--- config.mk ---
export PLATFORM = sky130hd
export DESIGN_NAME = ro_freq_meter
export DESIGN_NICKNAME = d
export VERILOG_FILES = /design/src/rtl/ro_freq_meter.sv
export SDC_FILE = /design/constraint.sdc
export NUM_CORES = 1
export LEC_CHECK = 0
export BUFFER_PORTS_ARGS = -buffer_cell sky130_fd_sc_hd__buf_2
export CAP_MARGIN = 15
export CORE_ASPECT_RATIO = 1.25
export CORE_UTILIZATION = 59
export DETAILED_ROUTE_END_ITERATION = 16
export PLACE_DENSITY = 0.92
export REMOVE_ABC_BUFFERS = 1
export SKIP_CTS_REPAIR_TIMING = 1
export SLEW_MARGIN = 20
export SYNTH_ARGS = -nofsm -noshare
export SYNTH_HDL_FRONTEND = slang
export SYNTH_SLANG_ARGS = --single-unit
--- constraint.sdc ---
create_clock -name clk -period 2.8 [get_ports clk]
set_clock_uncertainty 0.1 [all_clocks]
set_input_delay 0.42 -clock clk [delete_from_list [all_inputs] [get_ports clk]]
set_output_delay 0.42 -clock clk [all_outputs]
set_load 0.05 [all_outputs]
--- src/rtl/ro_freq_meter.sv ---
// Purpose : ring-oscillator frequency meter; counts synchronized osc_in rising edges over a fixed clk window.
// Latency : result (count/ovf/done) appears 1 cycle after the last window cycle; SETTLE_CYCLES+GATE_CYCLES after start.
// Backpressure: none; start is ignored while busy or disabled, done is a single-cycle pulse with no handshake.
//
// Ports:
//   clk     system clock, all state on its rising edge
//   rst_n   asynchronous active-low reset
//   en      block enable; low aborts any measurement and holds the FSM idle
//   start   single-cycle measurement request
//   osc_in  asynchronous oscillator output under measurement
//   osc_en  enable to the ring oscillator (high in SETTLE and GATE)
//   busy    same as osc_en
//   done    one-cycle pulse when count/ovf are updated
//   count   edges counted in the last completed window
//   ovf     overflow flag for the last completed window
//
// Build option: define RO_METER_SAT_EN to make the edge counter saturate instead of wrap.
module ro_freq_meter #(
    parameter int CNT_W         = 16,
    parameter int GATE_CYCLES   = 1000,
    parameter int SETTLE_CYCLES = 15,
    parameter int SYNC_STAGES   = 2
) (
    input  logic             clk,
    input  logic             rst_n,
    input  logic             en,
    input  logic             start,
    input  logic             osc_in,
    output logic             osc_en,
    output logic             busy,
    output logic             done,
    output logic [CNT_W-1:0] count,
    output logic             ovf
);

    localparam logic [1:0] IDLE   = 2'd0;
    localparam logic [1:0] SETTLE = 2'd1;
    localparam logic [1:0] GATE   = 2'd2;

    localparam int TMAX  = (GATE_CYCLES > SETTLE_CYCLES) ? GATE_CYCLES : SETTLE_CYCLES;
    localparam int TMR_W = (TMAX > 1) ? $clog2(TMAX) : 1;

    localparam logic [TMR_W-1:0] SETTLE_LOAD = TMR_W'(SETTLE_CYCLES - 1);
    localparam logic [TMR_W-1:0] GATE_LOAD   = TMR_W'(GATE_CYCLES - 1);
    localparam logic [TMR_W-1:0] TMR_ONE     = TMR_W'(1);
    localparam logic [CNT_W-1:0] CNT_ONE     = CNT_W'(1);

    logic [1:0]             state;
    logic [TMR_W-1:0]       timer;
    logic [SYNC_STAGES-1:0] sync_q;
    logic                   sync_prev;
    logic                   edge_pulse;
    logic [CNT_W-1:0]       edge_cnt;
    logic [CNT_W-1:0]       edge_cnt_nxt;
    logic                   ovf_acc;
    logic                   ovf_acc_nxt;

    // Synchronizer runs continuously and is only cleared by reset. Keeping its
    // history across measurements means a level that was already high when a
    // window opens is never mistaken for a fresh rising edge.
    always_ff @(posedge clk or negedge rst_n) begin
        if (!rst_n) begin
            sync_q    <= '0;
            sync_prev <= 1'b0;
        end else begin
            sync_q    <= {sync_q[SYNC_STAGES-2:0], osc_in};
            sync_prev <= sync_q[SYNC_STAGES-1];
        end
    end

    assign edge_pulse = sync_q[SYNC_STAGES-1] & ~sync_prev;

    // Next edge-counter value if this is a counting cycle.
    always_comb begin
        edge_cnt_nxt = edge_cnt;
        ovf_acc_nxt  = ovf_acc;
        if (edge_pulse) begin
`ifdef RO_METER_SAT_EN
            // Pin at all-ones; any further edge marks the window as overflowed.
            if (&edge_cnt) begin
                ovf_acc_nxt = 1'b1;
            end else begin
                edge_cnt_nxt = edge_cnt + CNT_ONE;
            end
`else
            // All-ones before the increment means this edge wraps the counter.
            if (&edge_cnt) begin
                ovf_acc_nxt = 1'b1;
            end
            edge_cnt_nxt = edge_cnt + CNT_ONE;
`endif
        end
    end

    always_ff @(posedge clk or negedge rst_n) begin
        if (!rst_n) begin
            state    <= IDLE;
            timer    <= '0;
            edge_cnt <= '0;
            ovf_acc  <= 1'b0;
            count    <= '0;
            ovf      <= 1'b0;
            done     <= 1'b0;
        end else begin
            done <= 1'b0;
            case (state)
                IDLE: begin
                    if (en && start) begin
                        state    <= SETTLE;
                        timer    <= SETTLE_LOAD;
                        edge_cnt <= '0;
                        ovf_acc  <= 1'b0;
                    end
                end
                SETTLE: begin
                    if (!en) begin
                        state <= IDLE;
                    end else if (timer == '0) begin
                        state <= GATE;
                        timer <= GATE_LOAD;
                    end else begin
                        timer <= timer - TMR_ONE;
                    end
                end
                GATE: begin
                    if (!en) begin
                        // Abort: published result is left untouched.
                        state <= IDLE;
                    end else begin
                        edge_cnt <= edge_cnt_nxt;
                        ovf_acc  <= ovf_acc_nxt;
                        if (timer == '0) begin
                            // Last window cycle: publish including this cycle's edge.
                            state <= IDLE;
                            count <= edge_cnt_nxt;
                            ovf   <= ovf_acc_nxt;
                            done  <= 1'b1;
                        end else begin
                            timer <= timer - TMR_ONE;
                        end
                    end
                end
                default: begin
                    state <= IDLE;
                end
            endcase
        end
    end

    assign osc_en = (state != IDLE);
    assign busy   = osc_en;

endmodule

==> metrics.md <==
| Metric | Value |
|---|---|
| Final hold vios | `0` |
| Clk slew on worst S/H paths | `0.08 ns` |
| CP endpoint kind | `flop` |
| WL per Instance | `about 14 µm` |
| Total Routed Length | `approximately 5000 µm` |
| P_int | `~1200 µW` |
| Area Growth Syn to Fin | `9.67%` |
| Final period util | `between 80% and 90%` |
| Placement Setup Slack | `0.377 ns` |
| Worst setup SP type | `flop` |
| Vias in the first global route | `just under 2000` |
| Register bit count reported by yosys | `50` |
| Outcome | `complete, no violations` |
| Top-area cell type share of the netlist area | `48.3%` |
| Vias per cell | `5.84` |
| Sequential standard cell area | `roughly 1300 µm²` |
| Avg Inst Size Synth | `~9.2 µm²` |
| Sw power | `656 µW` |
| Largest net degree at the start of global routing | `41` |
| DR vias | `2085` |
| Clock Sink Count | `50` |
| PwrDens | `664 nW/µm²` |
| Worst Path Arrival | `2.57 ns` |
| Crit Path Max Fanout | `11` |
| Die height | `76.1 µm` |
| Initial Util | `62.7%` |
| Number of DRC markers in iteration 0 | `136` |
| Crit-path slowest cell | `dfrtp_1` |
| Fill cells | `324` |
| Normalized max-slew margin | `60.4%` |
| RSZ-0062 raised after global routing | `false` |
| Total CTS buffers | `5` |
| Die ar. | `4660 µm²` |
| Worst Path Required | `2.90 ns` |
| Final number of setup-violating endpoints | `0` |
| Fin cells | `357` |
| Total gr overflow | `0` |
| Tot GR Track Use | `23.7%` |
| Crit path largest cell delay | `between 0.4 and 0.5 ns` |
| Nets@finish | `311` |
| Sequential share of the synthesized area | `roughly 48%` |
| Hold Crit Class | `in -> reg` |
| Setup ws final | `0.324 ns` |
| Power share of the clock group | `between 20% and 30%` |
| Inserted Diodes | `0` |
| Number of port buffers | `24` |
| Fmax | `approximately 400 MHz` |
| Top post-synthesis cells by area | `dfrtp_1 (48%), o21ai_0 (7.9%), nand2_1 (6.5%)` |
| Part of the power in registers | `about 44%` |
| Min cycle time layout | `2.48 ns` |
| Design Area, Final | `roughly 2800 µm²` |
| Comb pwr share | `29.0%` |
| Setup_tns | `0 ns` |
| Core Area | `about 4100 µm²` |
| LEAKAGE | `0.00128 µW` |
| Max VDD drop | `0.425 mV` |
| Ratio of cells with drive above 1 in the final layout | `about an eighth` |
| Post-DP HPWL | `3590 µm` |
| Synth area leader | `dfrtp_1` |
| CTS root buffer | `clkbuf_8` |
| Worst Max-Slew Pin Slew | `0.594 ns` |
| Post-synth design cell area | `roughly 2600 µm²` |
| CTS tree | `yes` |
| Detail Route Antenna Nets | `0` |
| Cells after synthesis | `280` |
| Switching share of total power | `34.8%` |
| Drt drc | `0` |
| Synthesis Warnings | `0` |
| Max-Cap Viols | `0` |
| Type of the worst setup path | `reg -> reg` |
| Cell variety after synth | `45` |
| Placed instance area | `approximately 2700 µm²` |
| I/O Pins | `25` |
| Initial antenna violation count | `0` |
| Multi-input combinational cell area | `1230 µm²` |
| H-tree Lvls | `2` |
| Num rows | `26` |
| Worst-path cell chain | `inv_1 > ha_1 > or2_1 > a221o_1 > a21oi_2 > o21ai_0 > a21o_1` |
| Max Slew Vio Count | `0` |
| Clock Latency Late Sink | `0.31 ns` |
| Placed Cells | `roughly 350` |
| CTS max path bufs | `2` |
| First-pass GRT wire length | `8400 µm` |
| Pre-antenna DRT Iters | `4` |
| Die W | `61.2 µm` |
| Hold WS | `roughly 0.12 ns` |
| GPL Wtd Cong | `around 0.92` |
-- registers in the layout, summed over array words and instances (netlist names) --
| name | count |
|---|---|
| edge_cnt | 16 |
| sync_prev | 1 |
| count | 16 |
| ovf_acc | 1 |
| timer | 10 |
| state | 2 |
| done | 1 |
| sync_q | 2 |
| ovf | 1 |
-- final cells by class --
class / count / area share (%)
Tap cell: 56 / 2.47
Clock inverter: 2 / 1.32
Multi-Input combinational cell: 207 / 43.3
Clock buffer: 6 / 2.56
Timing Repair Buffer: 27 / 5.11
Sequential cell: 50 / 44.1
Inverter: 9 / 1.19
-- cell usage in the layout, fill, tap and decap left out, types with 5 or more instances in the layout --
cell      instances
nand2_1          45
and3_1            5
nor3_1            7
a21oi_1          13
o21ai_1           5
xnor2_1          13
nand3_1           8
dfrtp_1          50
nor2_1           11
o21ai_0          41
buf_2            24
clkbuf_8          5
inv_1             9
nand2b_1          6
ha_1              6
-- metrics by stage --
step	total power [µW]	utilization, %
2_1_floorplan	1250	-
3_3_place_gp	1370	65.8
3_5_place_dp	1390	65.8
4_1_cts	1890	68.5
5_1_grt	1990	68.7
6_report	1890	68.7
-- layer usage --
metal | track usage (%) | vias up | wire [µm]
li1 | - | 1038 | -
met1 | 29.3 | 989 | 2070
met2 | 38.6 | 45 | 2600
met3 | 4.58 | 13 | 160
met4 | 11.1 | 0 | 112
met5 | 0 | - | 0
-- cell usage after synthesis (all sizes together) --
master and number:
a211oi 1, a21o 3, a21oi 14, a221o 1, a22o 3, a31oi 4
a32o 3, a32oi 1, and2 2, and3 5, buf 4, clkbuf 10
dfrtp 50, ha 6, inv 9, mux2 1, mux2i 1, nand2 45
nand2b 6, nand3 8, nand3b 1, nand4 4, nand4b 1, nor2 11
nor2b 1, nor3 7, nor4 3, nor4b 2, o2111a 1, o21ai 46
o22a 2, o22ai 3, o31ai 2, o41ai 1, or2 1, or3 2
xnor2 13, xor2 2
-- worst max-delay path, delay by kind of cell (launching register included) --
kind	cells	cell delay (ns)
AOI/OAI and AO/OA	4	1.13
DFF	1	0.41
and+or+nand+nor	1	0.33
adders and majority gates	1	0.31
buffers and inverters	1	0.09
-- power groups by stage --
| stage | combinational, µW | clock, µW | sequential [µW] |
|---|---|---|---|
| after floorplan | 408 | 0 | 843 |
| after global placement | 522 | 0 | 844 |
| after detailed placement | 542 | 0 | 849 |
| after CTS | 546 | 511 | 834 |
| after global routing | 609 | 541 | 844 |
| final | 547 | 503 | 835 |
-- logic make-up after synthesis --
| family | count (synthesis) | share of synthesized area, % |
|---|---|---|
| flops | 50 | 48.3 |
| xor+xnor | 15 | 5.08 |
| mux | 2 | 0.822 |
| compound gates | 85 | 19.8 |
| simple gates | 99 | 18.8 |
| fa+ha+maj | 6 | 2.90 |
| buf+inv | 23 | 4.20 |
-- worst paths after layout --
path / from / to / slack (ns) / depth (start not counted)
worst max register to register: state[0] / timer[4] / 0.32 / 7
worst min-delay path: osc_in / sync_q[0] / 0.12 / 1
worst min register to register: sync_q[0] / sync_q[1] / 0.26 / 0
worst max-delay path: state[0] / timer[4] / 0.32 / 7
min in group asynchronous: rst_n / edge_cnt[14] / 0.40 / 2
max in group asynchronous: rst_n / sync_prev / 1.42 / 3
Note: power is estimated with default switching activity, not from simulation.
